## src/rtl/pwm_capture_pkg.sv

```systemverilog
// Shared definitions for the PWM capture block: register map, bit positions,
// FSM states and small arithmetic helpers.
package pwm_capture_pkg;

  localparam logic [31:0] OFF_CONTROL  = 32'h00;
  localparam logic [31:0] OFF_STATUS   = 32'h04;
  localparam logic [31:0] OFF_PRESCALE = 32'h08;
  localparam logic [31:0] OFF_PERIOD   = 32'h0C;
  localparam logic [31:0] OFF_HIGH     = 32'h10;

  localparam int CTRL_ENABLE   = 0;
  localparam int CTRL_IRQEN    = 1;
  localparam int CTRL_POLARITY = 2;
  localparam int STAT_VALID    = 0;
  localparam int STAT_OVERRUN  = 1;

  typedef enum logic [1:0] {
    ST_IDLE    = 2'd0,
    ST_ARMED   = 2'd1,
    ST_MEASURE = 2'd2
  } capture_state_e;

  // Measurement counters stick at all-ones instead of wrapping.
  function automatic logic [31:0] sat_inc(input logic [31:0] value, input logic inc);
    return (inc && (value != 32'hFFFF_FFFF)) ? value + 32'd1 : value;
  endfunction

  function automatic logic [31:0] merge_bytes(input logic [31:0] old_value,
                                              input logic [31:0] new_value,
                                              input logic [3:0]  sel);
    logic [31:0] result;
    for (int i = 0; i < 4; i++) begin
      result[i*8 +: 8] = sel[i] ? new_value[i*8 +: 8] : old_value[i*8 +: 8];
    end
    return result;
  endfunction

endpackage

```

## src/rtl/wb_bus.sv

```systemverilog
// Minimal single-cycle Wishbone register bus.
interface wb_bus;
  logic        cyc;
  logic        stb;
  logic        we;
  logic [31:0] adr;
  logic [31:0] wdata;
  logic [3:0]  sel;
  logic [31:0] rdata;
  logic        ack;
  logic        err;

  modport slave  (input cyc, stb, we, adr, wdata, sel, output rdata, ack, err);
  modport master (output cyc, stb, we, adr, wdata, sel, input rdata, ack, err);
endinterface

```

## src/rtl/pwm_capture_sync.sv

```systemverilog
// Two-flop synchronizer for the asynchronous PWM pin plus single-cycle
// rise/fall pulses against the previous synchronized sample.
module pwm_capture_sync (
  input  logic clk_in,
  input  logic reset_in,
  input  logic async_sig,
  output logic rise,
  output logic fall
);

  logic meta;
  logic stable;
  logic prev;

  always_ff @(posedge clk_in or negedge reset_in) begin
    if (!reset_in) begin
      meta   <= 1'b0;
      stable <= 1'b0;
      prev   <= 1'b0;
    end else begin
      meta   <= async_sig;
      stable <= meta;
      prev   <= stable;
    end
  end

  assign rise = stable & ~prev;
  assign fall = ~stable & prev;

endmodule

```

## src/rtl/pwm_capture.sv

```systemverilog
// PWM period / active-level time capture with a Wishbone register interface.
// Results are in prescaled ticks; counters saturate rather than wrap.
module pwm_capture
  import pwm_capture_pkg::*;
#(
  parameter logic [31:0] BaseAddr = 32'h4040
) (
  input  logic  clk_in,
  input  logic  reset_in,
  input  logic  capture_in,
  output logic  capture_irq_out,
  wb_bus.slave  bus_slave
);

  logic           rise;
  logic           fall;
  logic [2:0]     ctrl;
  logic [1:0]     status;
  logic [31:0]    prescale;
  logic [31:0]    period;
  logic [31:0]    high_time;
  logic [31:0]    counter;
  logic [31:0]    prescaler;
  logic [31:0]    high_latch;
  capture_state_e state;

  logic [31:0] offset;
  logic        wr;
  logic        wr_ctrl;
  logic        wr_pre;
  logic [1:0]  status_clr;
  logic        reconfig;
  logic        active_edge;
  logic        inactive_edge;
  logic        capture;
  logic        tick;
  logic [31:0] count_next;
  logic [31:0] read_data;

  pwm_capture_sync u_sync (
    .clk_in    (clk_in),
    .reset_in  (reset_in),
    .async_sig (capture_in),
    .rise      (rise),
    .fall      (fall)
  );

  assign offset     = bus_slave.adr - BaseAddr;
  assign wr         = bus_slave.cyc & bus_slave.stb & bus_slave.we;
  assign wr_ctrl    = wr & (offset == OFF_CONTROL) & bus_slave.sel[0];
  assign wr_pre     = wr & (offset == OFF_PRESCALE);
  assign status_clr = (wr && (offset == OFF_STATUS) && bus_slave.sel[0]) ?
                      bus_slave.wdata[1:0] : 2'b00;

  // Changing the time base or the edge sense invalidates any measurement in flight.
  assign reconfig = ctrl[CTRL_ENABLE] &
                    (wr_pre | (wr_ctrl & (bus_slave.wdata[CTRL_POLARITY] != ctrl[CTRL_POLARITY])));

  assign active_edge   = ctrl[CTRL_POLARITY] ? fall : rise;
  assign inactive_edge = ctrl[CTRL_POLARITY] ? rise : fall;
  assign capture       = ctrl[CTRL_ENABLE] & ~reconfig & (state == ST_MEASURE) & active_edge;
  assign tick          = (prescaler == prescale);
  assign count_next    = sat_inc(counter, tick);

  always_ff @(posedge clk_in or negedge reset_in) begin
    if (!reset_in) begin
      ctrl     <= 3'b000;
      prescale <= '0;
      status   <= 2'b00;
    end else begin
      if (wr_ctrl) ctrl <= bus_slave.wdata[2:0];
      if (wr_pre)  prescale <= merge_bytes(prescale, bus_slave.wdata, bus_slave.sel);
      // A capture in the same cycle as a clear leaves the bit set.
      status[STAT_VALID]   <= (status[STAT_VALID] & ~status_clr[STAT_VALID]) | capture;
      status[STAT_OVERRUN] <= (status[STAT_OVERRUN] & ~status_clr[STAT_OVERRUN]) |
                              (capture & status[STAT_VALID]);
    end
  end

  always_ff @(posedge clk_in or negedge reset_in) begin
    if (!reset_in) begin
      state      <= ST_IDLE;
      counter    <= '0;
      prescaler  <= '0;
      high_latch <= '0;
      period     <= '0;
      high_time  <= '0;
    end else if (!ctrl[CTRL_ENABLE]) begin
      state     <= ST_IDLE;
      counter   <= '0;
      prescaler <= '0;
    end else if (reconfig) begin
      state     <= ST_ARMED;
      counter   <= '0;
      prescaler <= '0;
    end else begin
      case (state)
        ST_IDLE: begin
          state     <= ST_ARMED;
          counter   <= '0;
          prescaler <= '0;
        end
        ST_ARMED: begin
          counter   <= '0;
          prescaler <= '0;
          if (active_edge) state <= ST_MEASURE;
        end
        ST_MEASURE: begin
          if (active_edge) begin
            period    <= count_next;
            high_time <= high_latch;
            counter   <= '0;
            prescaler <= '0;
          end else begin
            counter   <= count_next;
            prescaler <= tick ? '0 : prescaler + 32'd1;
            if (inactive_edge) high_latch <= count_next;
          end
        end
        default: state <= ST_IDLE;
      endcase
    end
  end

  always_comb begin
    read_data = '0;
    case (offset)
      OFF_CONTROL:  read_data = {29'd0, ctrl};
      OFF_STATUS:   read_data = {30'd0, status};
      OFF_PRESCALE: read_data = prescale;
      OFF_PERIOD:   read_data = period;
      OFF_HIGH:     read_data = high_time;
      default:      read_data = '0;
    endcase
  end

  assign bus_slave.rdata = read_data;
  assign bus_slave.ack   = bus_slave.cyc & bus_slave.stb;
  assign bus_slave.err   = 1'b0;
  assign capture_irq_out = status[STAT_VALID] & ctrl[CTRL_IRQEN];

endmodule

```

## src/flat_wrapper.sv

```systemverilog
// flat-port wrapper written by rule: the top's interface ports become plain ports
module pwm_capture_flat import pwm_capture_pkg::*;
#(
  parameter logic [31:0] BaseAddr = 32'h4040
)
  (clk_in, reset_in, capture_in, capture_irq_out, bus_slave_cyc, bus_slave_stb, bus_slave_we, bus_slave_adr, bus_slave_wdata, bus_slave_sel, bus_slave_rdata, bus_slave_ack, bus_slave_err);
  wb_bus bus_slave_i ();
  input  logic clk_in;
  input  logic reset_in;
  input  logic capture_in;
  output logic capture_irq_out;
  input wire logic [$bits(bus_slave_i.cyc)-1:0] bus_slave_cyc;
  input wire logic [$bits(bus_slave_i.stb)-1:0] bus_slave_stb;
  input wire logic [$bits(bus_slave_i.we)-1:0] bus_slave_we;
  input wire logic [$bits(bus_slave_i.adr)-1:0] bus_slave_adr;
  input wire logic [$bits(bus_slave_i.wdata)-1:0] bus_slave_wdata;
  input wire logic [$bits(bus_slave_i.sel)-1:0] bus_slave_sel;
  output wire logic [$bits(bus_slave_i.rdata)-1:0] bus_slave_rdata;
  output wire logic [$bits(bus_slave_i.ack)-1:0] bus_slave_ack;
  output wire logic [$bits(bus_slave_i.err)-1:0] bus_slave_err;
  assign bus_slave_i.cyc = bus_slave_cyc;
  assign bus_slave_i.stb = bus_slave_stb;
  assign bus_slave_i.we = bus_slave_we;
  assign bus_slave_i.adr = bus_slave_adr;
  assign bus_slave_i.wdata = bus_slave_wdata;
  assign bus_slave_i.sel = bus_slave_sel;
  assign bus_slave_rdata = bus_slave_i.rdata;
  assign bus_slave_ack = bus_slave_i.ack;
  assign bus_slave_err = bus_slave_i.err;
  pwm_capture #(.BaseAddr(BaseAddr)) u_core (.clk_in(clk_in), .reset_in(reset_in), .capture_in(capture_in), .capture_irq_out(capture_irq_out), .bus_slave(bus_slave_i));
endmodule
```

## config.mk

```make
export PLATFORM = sky130hd
export DESIGN_NAME = pwm_capture_flat
export DESIGN_NICKNAME = d
export VERILOG_FILES = /design/src/rtl/pwm_capture_pkg.sv /design/src/rtl/wb_bus.sv /design/src/rtl/pwm_capture_sync.sv /design/src/rtl/pwm_capture.sv /design/src/flat_wrapper.sv
export SDC_FILE = /design/constraint.sdc
export NUM_CORES = 1
export LEC_CHECK = 0
export CORE_MARGIN = 8
export CORE_UTILIZATION = 56
export DETAILED_ROUTE_END_ITERATION = 8
export GPL_ROUTABILITY_DRIVEN = 0
export GPL_TIMING_DRIVEN = 0
export HOLD_SLACK_MARGIN = 0.05
export PLACE_DENSITY = 0.85
export SETUP_SLACK_MARGIN = 0.02
export SKIP_CTS_REPAIR_TIMING = 1
export SLEW_MARGIN = 15
export SYNTH_ARGS = -nofsm -noshare
export SYNTH_HDL_FRONTEND = slang
export SYNTH_SLANG_ARGS = --single-unit
```

## constraint.sdc

```tcl
create_clock -name clk_in -period 5.3 [get_ports clk_in]
set_input_delay 1.06 -clock clk_in [delete_from_list [all_inputs] [get_ports clk_in]]
set_output_delay 1.06 -clock clk_in [all_outputs]
set_load 0.01 [all_outputs]
```

## After elaboration in Yosys (flattened, before gate mapping)

Cells that the tools add are included.

| word-level totals | value |
|---|---|
| register bits | 202 |
| bits in latches | 0 |
| memory bits (writable) | 0 |
| ROM bits | 0 |
| input port bits | 74 |
| output and inout port bits | 35 |
| logic and storage cells | 86 |
| memories | 0 |

| operators by class | value |
|---|---|
| add/subtract/negate cells | 3 |
| $mul | 0 |
| div/mod/pow operators | 0 |
| $lt $le $gt $ge | 0 |
| equal/unequal tests | 12 |
| shift-type cells | 0 |
| mux-type cells | 18 |
| bitwise logic cells | 25 |
| reductions and logical operators | 13 |

Operators by type and width:

| cell | number |
|---|---|
| two-way mux 32 bit | 8 |
| one-hot mux 32 bit (5 select lines) | 1 |
| one-hot mux 32 bit (2 select lines) | 2 |
| adder 32 x 1 -> 32 bit (second input constant) | 2 |
| equality test 32 x 4 -> 1 bit (second input constant) | 2 |
| equality test 32 x 3 -> 1 bit (second input constant) | 1 |
| equality test 32 bit | 1 |
| equality test 32 x 5 -> 1 bit (second input constant) | 1 |
| logical NOT 32 bit | 1 |
| inequality test 32 bit (second input constant) | 1 |
| subtractor 32 x 15 -> 32 bit (second input constant) | 1 |
| AND 1 bit | 16 |
| AND reduction 2 bit | 5 |
| two-way mux 2 bit | 4 |
| inequality test 4 bit (second input constant) | 2 |
| NOT 1 bit | 6 |
| one-hot mux 2 bit (3 select lines) | 1 |
| AND reduction 5 bit | 1 |
| AND reduction 4 bit | 1 |
| logical AND 1 bit | 3 |
| inequality test 3 bit (second input constant) | 1 |
| bitwise OR 1 bit | 3 |
| equality test 2 x 1 -> 1 bit (second input constant) | 1 |
| equality test 2 bit (second input constant) | 1 |
| 4 further kinds | 5 |

## Longest topological paths before layout

Gate-level depths: netlist of run 1.

| logic depth | value |
|---|---|
| depth after elaboration | 13 |
| gate-level depth with buffers | 11 |
| depth with buffers taken out | 9 |

## Cells and area by module

A second synthesis of run 1 with hierarchy kept.

| unflattened totals | value |
|---|---|
| cell total of the unflattened synthesis | 1065 |
| area total of the unflattened synthesis | 10552.6 sq um |

Modules (own cells, without submodules):

| module | times used | cells an instance | area each (sq um) | sequential area each (sq um) |
|---|---|---|---|---|
| pwm_capture | 1 | 1060 | 10462.5 | 4979.8 |
| pwm_capture_sync | 1 | 5 | 90.1 | 75.1 |

## Worst setup path after synthesis of run 1

OpenSTA, ideal clock, no wires.

| timing path | value |
|---|---|
| path kind | input-to-output |
| start point | in bus_slave_adr[15] |
| end point | out bus_slave_rdata[10] |
| arrival | 3.430 ns |
| data required time | 4.240 ns |
| slack | 0.810 ns |
| cell stages on the path | 9 |
| cell sequence | or4_4 > nor4b_4 > and2b_1 > nor4b_1 > and4b_1 > buf_2 > and3_1 > buf_2 > a22o_1 |

| on the way | value |
|---|---|
| cells in the longest elaborated chain, start to end | 3 |
| elaborated cells between the ends (all ways) | 7 |

RTL lines:

| element | line | text |
|---|---|---|
| start: declaration | flat_wrapper.sv:15 | `input wire logic [$bits(bus_slave_i.adr)-1:0] bus_slave_adr;` |
| subtractor 32 x 15 -> 32 bit * | pwm_capture.sv:48 | `assign offset = bus_slave.adr - BaseAddr;` |
| equality test 32 x 5 -> 1 bit, or another cell as far along | pwm_capture.sv:127 | `case (offset)` |
| one-hot mux 32 bit (5 select lines) * | pwm_capture.sv:127 |  |
| end: declaration | flat_wrapper.sv:18 | `output wire logic [$bits(bus_slave_i.rdata)-1:0] bus_slave_rdata;` |

Every way passes the cells marked *; elsewhere a longest branch is shown, timed or not.

## Worst setup path in the final report of run 1

| timing path | value |
|---|---|
| start point | in bus_slave_adr[16] |
| end point | out bus_slave_rdata[22] |

Same word-level chain as after synthesis.

==> metrics.md, run 1 <==
| Metric | Value |
|---|---|
| Run status | finished clean |
| Reg2Reg Launch Point | u_core.counter[4]$_DFFE_PN0P_ |
| Static leakage power | 0.00629 uW |
| Class of the tightest hold or removal check | reg -> reg |
| Maximum fanout encountered on the critical timing path | 10 |
| Clock latency of the later-clocked register in the worst-skew pair | 0.52 ns |
| Total track usage | 27.3% |
| Netlist cell types | 65 |
| Total Routed Length | approximately 33 mm |
| Slew Limit Headroom | between 40 and 50% |
| Total die area | 24500 um^2 |
| Register share of total power | ~47% |
| Total CTS buffers | 22 |
| Post-synth top area share | 45.8% |
| CTS sink cnt | 202 |
| Worst flop-to-flop path endpoint | u_core.period[29]$_DFFE_PN0P_ |
| Mean post-synth cell area | 10.3 um^2 |
| Number of vias per cell | 6.41 |
| Top cells by area, synth | dfrtp_1 (46%), mux2_4 (5.8%), mux2_2 (5.6%) |
| Post-Syn Area | approximately 11000 um^2 |
| Net switching fraction of the power | 21.9% |
| Buf/Inv on CP | 4 |
| Area added between synthesis and finish | 20.7% |
| Layout cells sized above 1 | 16.7% |
| Initial antenna violation count | 0 |
| Top cell types by occurrence after synthesis | dfrtp_1 (202), nand2_1 (75), o21ai_0 (65), a22o_1 (61), nor2_1 (61) |
| Cell with the most instances after synthesis | dfrtp_1 |
| Critical Path Start | bus_slave_adr[16] |
| DIE HEIGHT | 156 um |
| HPWL reported at the end of detailed placement | 24.0 mm |
| Switch Pwr | approximately 700 uW |
| CTS Buffer Depth | 3 |
| Maximum clock frequency | between 0.15 and 0.2 GHz |
| Unrepaired setup endpoints after global routing | yes |
| EDFF count, synth | 0 |
| Worst-Margin Slew | 0.772 ns |
| Core region area | 19400 um^2 |
| Number of cells after detailed placement | between 1k and 1.5k |
| Post-route core utilization | 68.8% |
| Cell type with the largest total area after synthesis | dfrtp_1 |
| Routed wire length per instance | 22.4 um |
| Worst path max stage delay | 0.55 ns |
| Type of destination of the critical path | output pin |
| Path type of the worst setup path | in -> out |
| Synthesized Nets | 1153 |
| Cell-internal power | 2540 uW |
| Drt drc | 0 |
| Critical Path End | bus_slave_rdata[22] |
| Beginning of the worst hold path | u_core.u_sync.meta$_DFF_PN0_ |
| Cell count after synthesis | 1077 |
| Final setup fails | 0 |
| Number of global-route vias before repair | 9376 |
| Die outline width | 156 um |
| Crit path launch type | input port |
| Starting utilization of the core area | 56.9% |
| Sequential area share after synthesis | 45.8% |
| Family with the most delay on the worst path | simple AND/OR/NAND/NOR gates |
| Antenna cell count | 0 |
| VDD IR-drop max | 0.000224 V |
| Yosys Warn Count | 0 |
| Wire length of the first global-routing pass | 52.4 mm |
| Final critical path time including I/O delays and setup | 5.22 ns |
| Synthesis-stage register bit count | 202 |
| Maximum clock skew at final layout | 0.0213 ns |
| Max-capacitance violation count | 0 |
| Count of standard-cell rows | 51 |
| Layout Nets | approximately 1.3k |
| Number of buffer cells added on primary ports | 107 |
| Arrival time of the worst setup path | 4.16 ns |
| Critical-path cell with the highest stage delay | or4_4 |
| Total power divided by cell area | approximately 240 nW/um^2 |
| Hold Violations, Final | 0 |
| 1st-pass router iterations | 5 |
| Number of cells on the worst reg-to-reg path | 10 |
| Maximum number of pins on one net before global-route repair | 107 |
| Share of power burned in the clock network | 48.3% |
| Crit path required time | 4.24 ns |
| Total number of H-tree levels | 1 |
| Primary FF master, synth | dfrtp_1 |
| Antenna-violating nets left | 0 |
| IO Pins | between 100 and 150 |
| Via Count | 9559 |
| Clock root buffer master | clkbuf_16 |
| CTS clk-pin slew, worst paths | 0.05 ns |
| Fraction of registers with async set or reset after synthesis | 100% |
| Combinational share of power | approximately 4.2% |
| Worst path depth | 11 |
| CTS tree | yes |
| Number of pins with negative max-slew slack in the final report | 0 |
| Final global-route overflow total | 0 |
| Share of the clock period used by the worst path | 98.5% |
| Register-to-register setup slack | 1.98 ns |
| Number of DRC markers after the initial detailed-route iteration | about 1.1k |
| Fin cells | 1491 |
| Critical path, cell by cell | clkdlybuf4s50_1 -> or4_4 -> nor4b_4 -> and2b_1 -> nor4b_4 -> and4b_1 -> buf_6 -> and3_4 -> buf_6 -> a22o_1 -> clkbuf_2 |
## worst min path at each step
stage                                     endpoint  slack (ns)  cells after the start
finish              u_core.u_sync.stable$_DFF_PN0_        0.35                      0
global route        u_core.u_sync.stable$_DFF_PN0_        0.35                      0
CTS                 u_core.u_sync.stable$_DFF_PN0_        0.35                      0
detailed placement  u_core.u_sync.stable$_DFF_PN0_        0.34                      0
global placement    u_core.u_sync.stable$_DFF_PN0_        0.34                      0
floorplan           u_core.u_sync.stable$_DFF_PN0_        0.33                      0
## routing by layer
layer / share of wire (%) / vias to the layer above / global-route usage (%)
met2: 49 / 534 / 45.7
met4: 4.0 / 0 / 11.6
met3: 8.8 / 105 / 4.47
li1: - / 4203 / -
met1: 39 / 4717 / 34.5
met5: 0 / - / 0
## cell families (layout without fill, tap and decap cells)
group	count (synthesis)	after routing	share of synthesized area (%)
xor gates and xnor gates	65	65	5.15
and+or+nand+nor	359	359	17.9
DFF	202	202	45.8
adders and majority gates	2	2	0.226
other	1	1	0.0339
buffers and inverters	94	243	3.91
AOI/OAI and AO/OA	238	238	14.0
muxes	116	116	13.1
## cells in the final DEF (no fill, tap or decap), drive strengths merged, types with 3 or more instances in the layout
master / n
nand2b: 3
and4: 5
nor3: 15
nor3b: 4
a22oi: 5
o21ai: 66
nor4: 15
nand4b: 7
buf: 33
inv: 19
xor2: 39
and2: 11
mux2i: 18
nor2: 61
nand2: 75
nor4b: 4
clkinv: 8
nor2b: 6
clkbuf: 87
dlymetal6s2s: 23
nand3: 44
a31oi: 25
a22o: 61
and3: 29
a21oi: 59
xnor2: 26
or4: 7
dfrtp: 202
nand3b: 18
mux2: 98
or2: 5
or3: 25
nand4: 20
clkdlybuf4s50: 71
## stage by stage
| stage | setup TNS, ns | hold slack [ns] | setup WS [ns] | cell area (um^2) | total power, uW |
|---|---|---|---|---|---|
| detailed placement | -25.95 | 0.336 | -0.880 | 12500 | 1710 |
| global placement | -1078.15 | 0.337 | -5.24 | 12400 | 1700 |
| CTS | -26.15 | 0.349 | -0.919 | 13200 | 3260 |
| global route | -0.0253 | 0.352 | -0.0112 | 13300 | 3350 |
| finish | 0 | 0.348 | 0.0819 | 13300 | 3260 |
| floorplan | 0 | 0.331 | 0.810 | 11000 | 1600 |
## sequential cells by signal, indices dropped and copies added (netlist names)
register	count
u_core.u_sync.prev	1
u_core.state	2
u_core.status	2
u_core.high_latch	32
u_core.prescaler	32
u_core.prescale	32
u_core.u_sync.meta	1
u_core.counter	32
u_core.high_time	32
u_core.ctrl	3
u_core.period	32
u_core.u_sync.stable	1
## layout make-up
type                    instances  area (um^2)
repair buffers                109         1110
fillers                      1416         6060
clock inverters                10          115
plain buffers                  75          395
flip-flops and latches        202         5050
multi-input cells             781         5630
inverters                      19         71.3
well taps                     265          332
clock buffers                  30          631
## power groups by stage
| stage | clock network, uW | registers, uW | logic, uW |
|---|---|---|---|
| final | 1570 | 1540 | 138 |
| after global routing | 1650 | 1540 | 151 |
| after CTS | 1580 | 1540 | 137 |
| after detailed placement | 0 | 1570 | 136 |
| after global placement | 0 | 1570 | 131 |
| after floorplan | 0 | 1570 | 28.0 |
Power figures use the tool's default switching activity.
==> run 2, diff against run 1 <==
- MAX_ROUTING_LAYER: unset -> met4
==> run 2 against run 1 <==
Net effect: critical path type unchanged; fmax up 0.18%; global-route usage up 0.77 points; sequential power about the same; core utilization about the same; clock power about the same.
==> metrics.md, run 2 (synthesized netlist as in run 1, its figures left out) <==
| Metric | Value |
|---|---|
| Run status | finished clean |
| Starting utilization of the core area | approximately 57% |
| Final critical path time including I/O delays and setup | 5.21 ns |
| Commonest cells after routing, fill and taps aside | dfrtp_1 (202), nand2_1 (75), clkdlybuf4s50_1 (71), o21ai_0 (65), nor2_1 (61) |
| Routed wire length per instance | ~22 um |
| Total Neg Setup Slack | 0 ns |
| Layout Nets | roughly 1.3k |
| Wire length of the first global-routing pass | ~52 mm |
| Family with the most delay on the worst path | simple AND/OR/NAND/NOR gates |
| VDD IR-drop max | 0.000224 V |
| Maximum fanout encountered on the critical timing path | 10 |
| Antenna-violating nets left | 0 |
| 1st-pass router iterations | 6 |
| Final setup fails | 0 |
| Maximum number of pins on one net before global-route repair | 107 |
| Worst Setup Slack, final | 0.0913 ns |
| Initial antenna violation count | 1 |
| Layout cells sized above 1 | 16.7% |
| Overall power of the completed layout | approximately 3300 uW |
| IO Pins | 109 |
| Area added between synthesis and finish | 20.7% |
| Max-capacitance violation count | 0 |
| Critical-path cell with the highest stage delay | or4_4 |
| Slew Limit Headroom | 48.4% |
| Total die area | 24500 um^2 |
| Placement Setup Slack | -0.880 ns |
| Maximum clock frequency | 0.192 GHz |
| Crit path required time | ~4.2 ns |
| CTS clk-pin slew, worst paths | 0.05 ns |
| DIE HEIGHT | 156 um |
| Die outline width | 156 um |
| Worst-Margin Slew | between 0.7 and 0.8 ns |
| Class of the tightest hold or removal check | reg -> reg |
| Total CTS buffers | 22 |
| CTS sink cnt | about 200 |
| Crit path launch type | input port |
| Core region area | 19400 um^2 |
| Hold Violations, Final | 0 |
| Unrepaired setup endpoints after global routing | yes |
| HPWL reported at the end of detailed placement | 24.0 mm |
| Via Count | 9426 |
| Clock latency of the later-clocked register in the worst-skew pair | 0.51 ns |
| CTS Buffer Depth | 3 |
| Number of global-route vias before repair | 9367 |
| Most common cell after layout, fill and taps aside | dfrtp_1 |
| Critical path, cell by cell | clkdlybuf4s50_1 -> or4_4 -> nor4b_4 -> and2b_1 -> nor4b_4 -> and4b_1 -> buf_6 -> and3_4 -> buf_6 -> a22o_1 -> clkbuf_2 |
| Number of pins with negative max-slew slack in the final report | 0 |
| Buf/Inv on CP | 4 |
| Type of destination of the critical path | output pin |
| Total power divided by cell area | about 240 nW/um^2 |
| Final global-route overflow total | 0 |
| Number of vias per cell | 6.32 |
| Total Routed Length | between 30 and 40 mm |
| Arrival time of the worst setup path | 4.15 ns |
| Count of standard-cell rows | 51 |
| Total track usage | between 20% and 30% |
| Number of cells after detailed placement | 1450 |
| Number of buffer cells added on primary ports | 107 |
| Total number of H-tree levels | 1 |
| CTS tree | yes |
| Drt drc | 0 |
| Maximum clock skew at final layout | 0.0178 ns |
| Number of DRC markers after the initial detailed-route iteration | 1146 |
| Worst path max stage delay | around 0.55 ns |
| Share of the clock period used by the worst path | 98.3% |
| Path type of the worst setup path | in -> out |
| Fin cells | about 1.5k |
| Static leakage power | 0.00629 uW |
| Clock root buffer master | clkbuf_16 |
==> run 2: cell types whose count changed in the layout (fill, tap and decap cells not counted), sizes merged <==
| cell | before | now |
|---|---|---|
| diode | 0 | 1 |
==> run 2: worst register-to-register path: stages (launching register included) <==
cell and delay (ns):
dfrtp_1 0.32, clkbuf_1 0.26, nand4_1 0.24, nor3_1 0.46, nand4_1 0.32, nor3b_1 0.24
and3_1 0.17, clkbuf_1 0.36, nand3_1 0.20, xnor2_1 0.39, mux2_4 0.23
==> run 2: power breakdown <==
part / leakage (uW) / internal (uW) / switching (uW)
registers: 0.00261 / 1540 / 0.649
clock network: 0.000373 / 935 / 637
logic: 0.00331 / 64.5 / 73.9
total: 0.00629 / 2540 / 712
==> run 2: cell type report <==
| cell class | instances | area (um^2) |
|---|---|---|
| tap | 265 | 332 |
| timing repair buffer | 109 | 1110 |
| clock inverter | 10 | 115 |
| buffer | 75 | 395 |
| antenna | 1 | 2.50 |
| fill | 1415 | 6060 |
| clock buffer | 30 | 631 |
| multi-input combinational | 781 | 5630 |
| inverter | 19 | 71.3 |
| sequential | 202 | 5050 |
==> run 2: path summary, 6_finish.rpt <==
kind | slack, ns | endpoint | cells past startpoint | start
min in group asynchronous | 0.57 | u_core.prescale[26]$_DFFE_PN0P_ | 1 | reset_in
max reg2reg | 2.03 | u_core.period[29]$_DFFE_PN0P_ | 10 | u_core.counter[3]$_DFFE_PN0P_
max in group asynchronous | 3.73 | u_core.high_time[22]$_DFFE_PN0P_ | 2 | reset_in
min | 0.35 | u_core.u_sync.stable$_DFF_PN0_ | 0 | u_core.u_sync.meta$_DFF_PN0_
max | 0.09 | bus_slave_rdata[22] | 11 | bus_slave_adr[16]
min reg2reg | 0.35 | u_core.u_sync.stable$_DFF_PN0_ | 0 | u_core.u_sync.meta$_DFF_PN0_
==> run 2: layer usage <==
| metal | GRT usage, % | wire length, um | vias to the layer above |
|---|---|---|---|
| met4 | 11.7 | 1420 | 0 |
| met3 | 4.38 | 2790 | 114 |
| met5 | - | 0 | - |
| li1 | - | - | 4197 |
| met2 | 45.6 | 16200 | 532 |
| met1 | 34.6 | 13000 | 4583 |
==> run 2: metrics by stage <==
| stage | util [%] | instance area, um^2 | hold WS, ns |
|---|---|---|---|
| 3_5_place_dp | 64.3 | 12500 | 0.336 |
| 2_1_floorplan | - | 11000 | 0.331 |
| 3_3_place_gp | 64.2 | 12400 | 0.337 |
| 6_report | 68.8 | 13300 | 0.348 |
| 4_1_cts | 68.2 | 13200 | 0.349 |
| 5_1_grt | 68.8 | 13300 | 0.352 |
==> run 3, diff against run 2 <==
- CTS_BUF_LIST: unset -> sky130_fd_sc_hd__clkbuf_8
- DONT_BUFFER_PORTS: unset -> 1
- PLACE_DENSITY: 0.85 -> 0.77
==> run 3 against run 2 <==
Net effect: worst hold slack lost 0.12 ns; first-iteration DRC count shrank 31%; critical endpoint unchanged; power decreased by 7.0%; clock power shrank 8%; via count decreased by 5.6%; combinational power down 72%; fmax up 2.4%; largest cell class unchanged.
==> metrics.md, run 3 (synthesized netlist as in run 1, its figures left out) <==
| Metric | Value |
|---|---|
| Antenna cell count | 0 |
| HPWL reported at the end of detailed placement | 23.4 mm |
| CTS clk-pin slew, worst paths | 0.06 ns |
| Number of DRC markers after the initial detailed-route iteration | roughly 790 |
| Worst Setup Slack, final | 0.214 ns |
| Starting utilization of the core area | between 50 and 60% |
| Number of buffer cells added on primary ports | 0 |
| Layout cells sized above 1 | 16.9% |
| Total Routed Length | roughly 32 mm |
| Critical path, cell by cell | or4_4 -> nor4b_4 -> and2b_1 -> nor4b_1 -> and4b_1 -> buf_2 -> clkbuf_1 -> a22o_1 |
| Fin cells | between 1k and 1.5k |
| Share of the clock period used by the worst path | 96.0% |
| IO Pins | 109 |
| Crit path launch type | input port |
| Worst-Margin Slew | 0.707 ns |
| Number of pins with negative max-slew slack in the final report | 0 |
| Most common cell after layout, fill and taps aside | dfrtp_1 |
| Total power divided by cell area | 250 nW/um^2 |
| Slew Limit Headroom | 52.8% |
| Total CTS buffers | 37 |
| DIE HEIGHT | between 150 and 200 um |
| Total track usage | 27.0% |
| Critical Path Start | bus_slave_adr[15] |
| Routed wire length per instance | about 23 um |
| Static leakage power | 0.00541 uW |
| Filler cell count in the final layout | between 1.5k and 2k |
| Number of vias per cell | 6.34 |
| Antenna-violating nets left | 0 |
| Initial antenna violation count | 0 |
| CTS Buffer Depth | 3 |
| Combined area of the multi-input logic cells | 5560 um^2 |
| Via Count | 8901 |
| Final critical path time including I/O delays and setup | 5.09 ns |
| CTS sink cnt | 202 |
| Reg2Reg Launch Point | u_core.prescale[14]$_DFFE_PN0P_ |
| Wire length of the first global-routing pass | 49.7 mm |
| Arrival time of the worst setup path | 4.03 ns |
| Class of the tightest hold or removal check | in -> async |
| Placement Setup Slack | 0.187 ns |
| VDD IR-drop max | 0.000171 V |
| Hold_ws | 0.229 ns |
| Commonest cells after routing, fill and taps aside | dfrtp_1 (202), nand2_1 (75), o21ai_0 (65), nor2_1 (61), a22o_1 (61) |
| Core region area | 19400 um^2 |
| Worst flop-to-flop path endpoint | u_core.period[9]$_DFFE_PN0P_ |
| Critical-path cell with the highest stage delay | or4_4 |
| Number of cells on the worst reg-to-reg path | 9 |
| Final global-route overflow total | 0 |
| CTS tree | yes |
| Crit path required time | between 4 and 5 ns |
| Run status | finished clean |
| Area added between synthesis and finish | 9.47% |
| Total number of H-tree levels | 2 |
| Maximum clock frequency | about 0.20 GHz |
| Final setup fails | 0 |
| Worst path max stage delay | about 0.54 ns |
| Hold Violations, Final | 0 |
| Maximum clock skew at final layout | between 0.02 and 0.025 ns |
| Count of standard-cell rows | 51 |
| Layout Nets | approximately 1.2k |
| Max-capacitance violation count | 0 |
| Number of global-route vias before repair | 8611 |
| 1st-pass router iterations | 7 |
| Total Neg Setup Slack | 0 ns |
| Maximum number of pins on one net before global-route repair | around 200 |
| Drt drc | 0 |
| Path type of the worst setup path | in -> out |
| Number of cells after detailed placement | 1342 |
| Total die area | 24500 um^2 |
| Clock root buffer master | clkbuf_8 |
| Register-to-register setup slack | 1.92 ns |
| Clock latency of the later-clocked register in the worst-skew pair | 0.53 ns |
| Maximum fanout encountered on the critical timing path | 10 |
| Type of destination of the critical path | output pin |
| Die outline width | ~160 um |
| Unrepaired setup endpoints after global routing | no |
| Sequential standard cell area | 5050 um^2 |
[run 3: how the worst max path moves through the flow]
stage / end / slack [ns] / cells after the start
final: bus_slave_rdata[22] / 0.21 / 8
after floorplan: bus_slave_rdata[10] / 0.81 / 9
after global routing: bus_slave_rdata[22] / 0.08 / 8
after global placement: bus_slave_rdata[22] / 0.25 / 8
after CTS: bus_slave_rdata[22] / 0.19 / 8
after detailed placement: bus_slave_rdata[22] / 0.19 / 8
[run 3: worst max-delay path, delay by kind of cell]
kind,cells,cell delay [ns]
buf+inv,2,0.75
simple gates,5,1.87
compound gates,1,0.34
[run 3: final cells by class]
cell class,instances,share of cell area [%]
buffer,75,2.98
clock buffer,44,5.01
clock inverter,18,0.900
inverter,19,0.590
multi-input combinational,781,46.0
sequential,202,41.8
tap,265,2.74
[run 3: power by group]
part,internal (uW),switching [uW]
Sequential,1540,0.644
Clock,800,644
Combinational,14.5,23.6
[run 3: stage by stage]
| stage | area, um^2 | utilization [%] | total power [uW] |
|---|---|---|---|
| 4_1_cts | 12100 | 62.3 | 3050 |
| 6_report | 12100 | 62.3 | 3030 |
| 3_5_place_dp | 11400 | 58.7 | 1610 |
| 2_1_floorplan | 11000 | - | 1600 |
| 3_3_place_gp | 11400 | 58.7 | 1610 |
| 5_1_grt | 12100 | 62.3 | 3130 |
[run 3: metal layers]
metal  routed length [um]  global-route usage (%)
met5                    0                       -
met4                 1320                    11.8
met3                 2390                    4.19
met2                15500                    42.9
met1                13000                    33.8
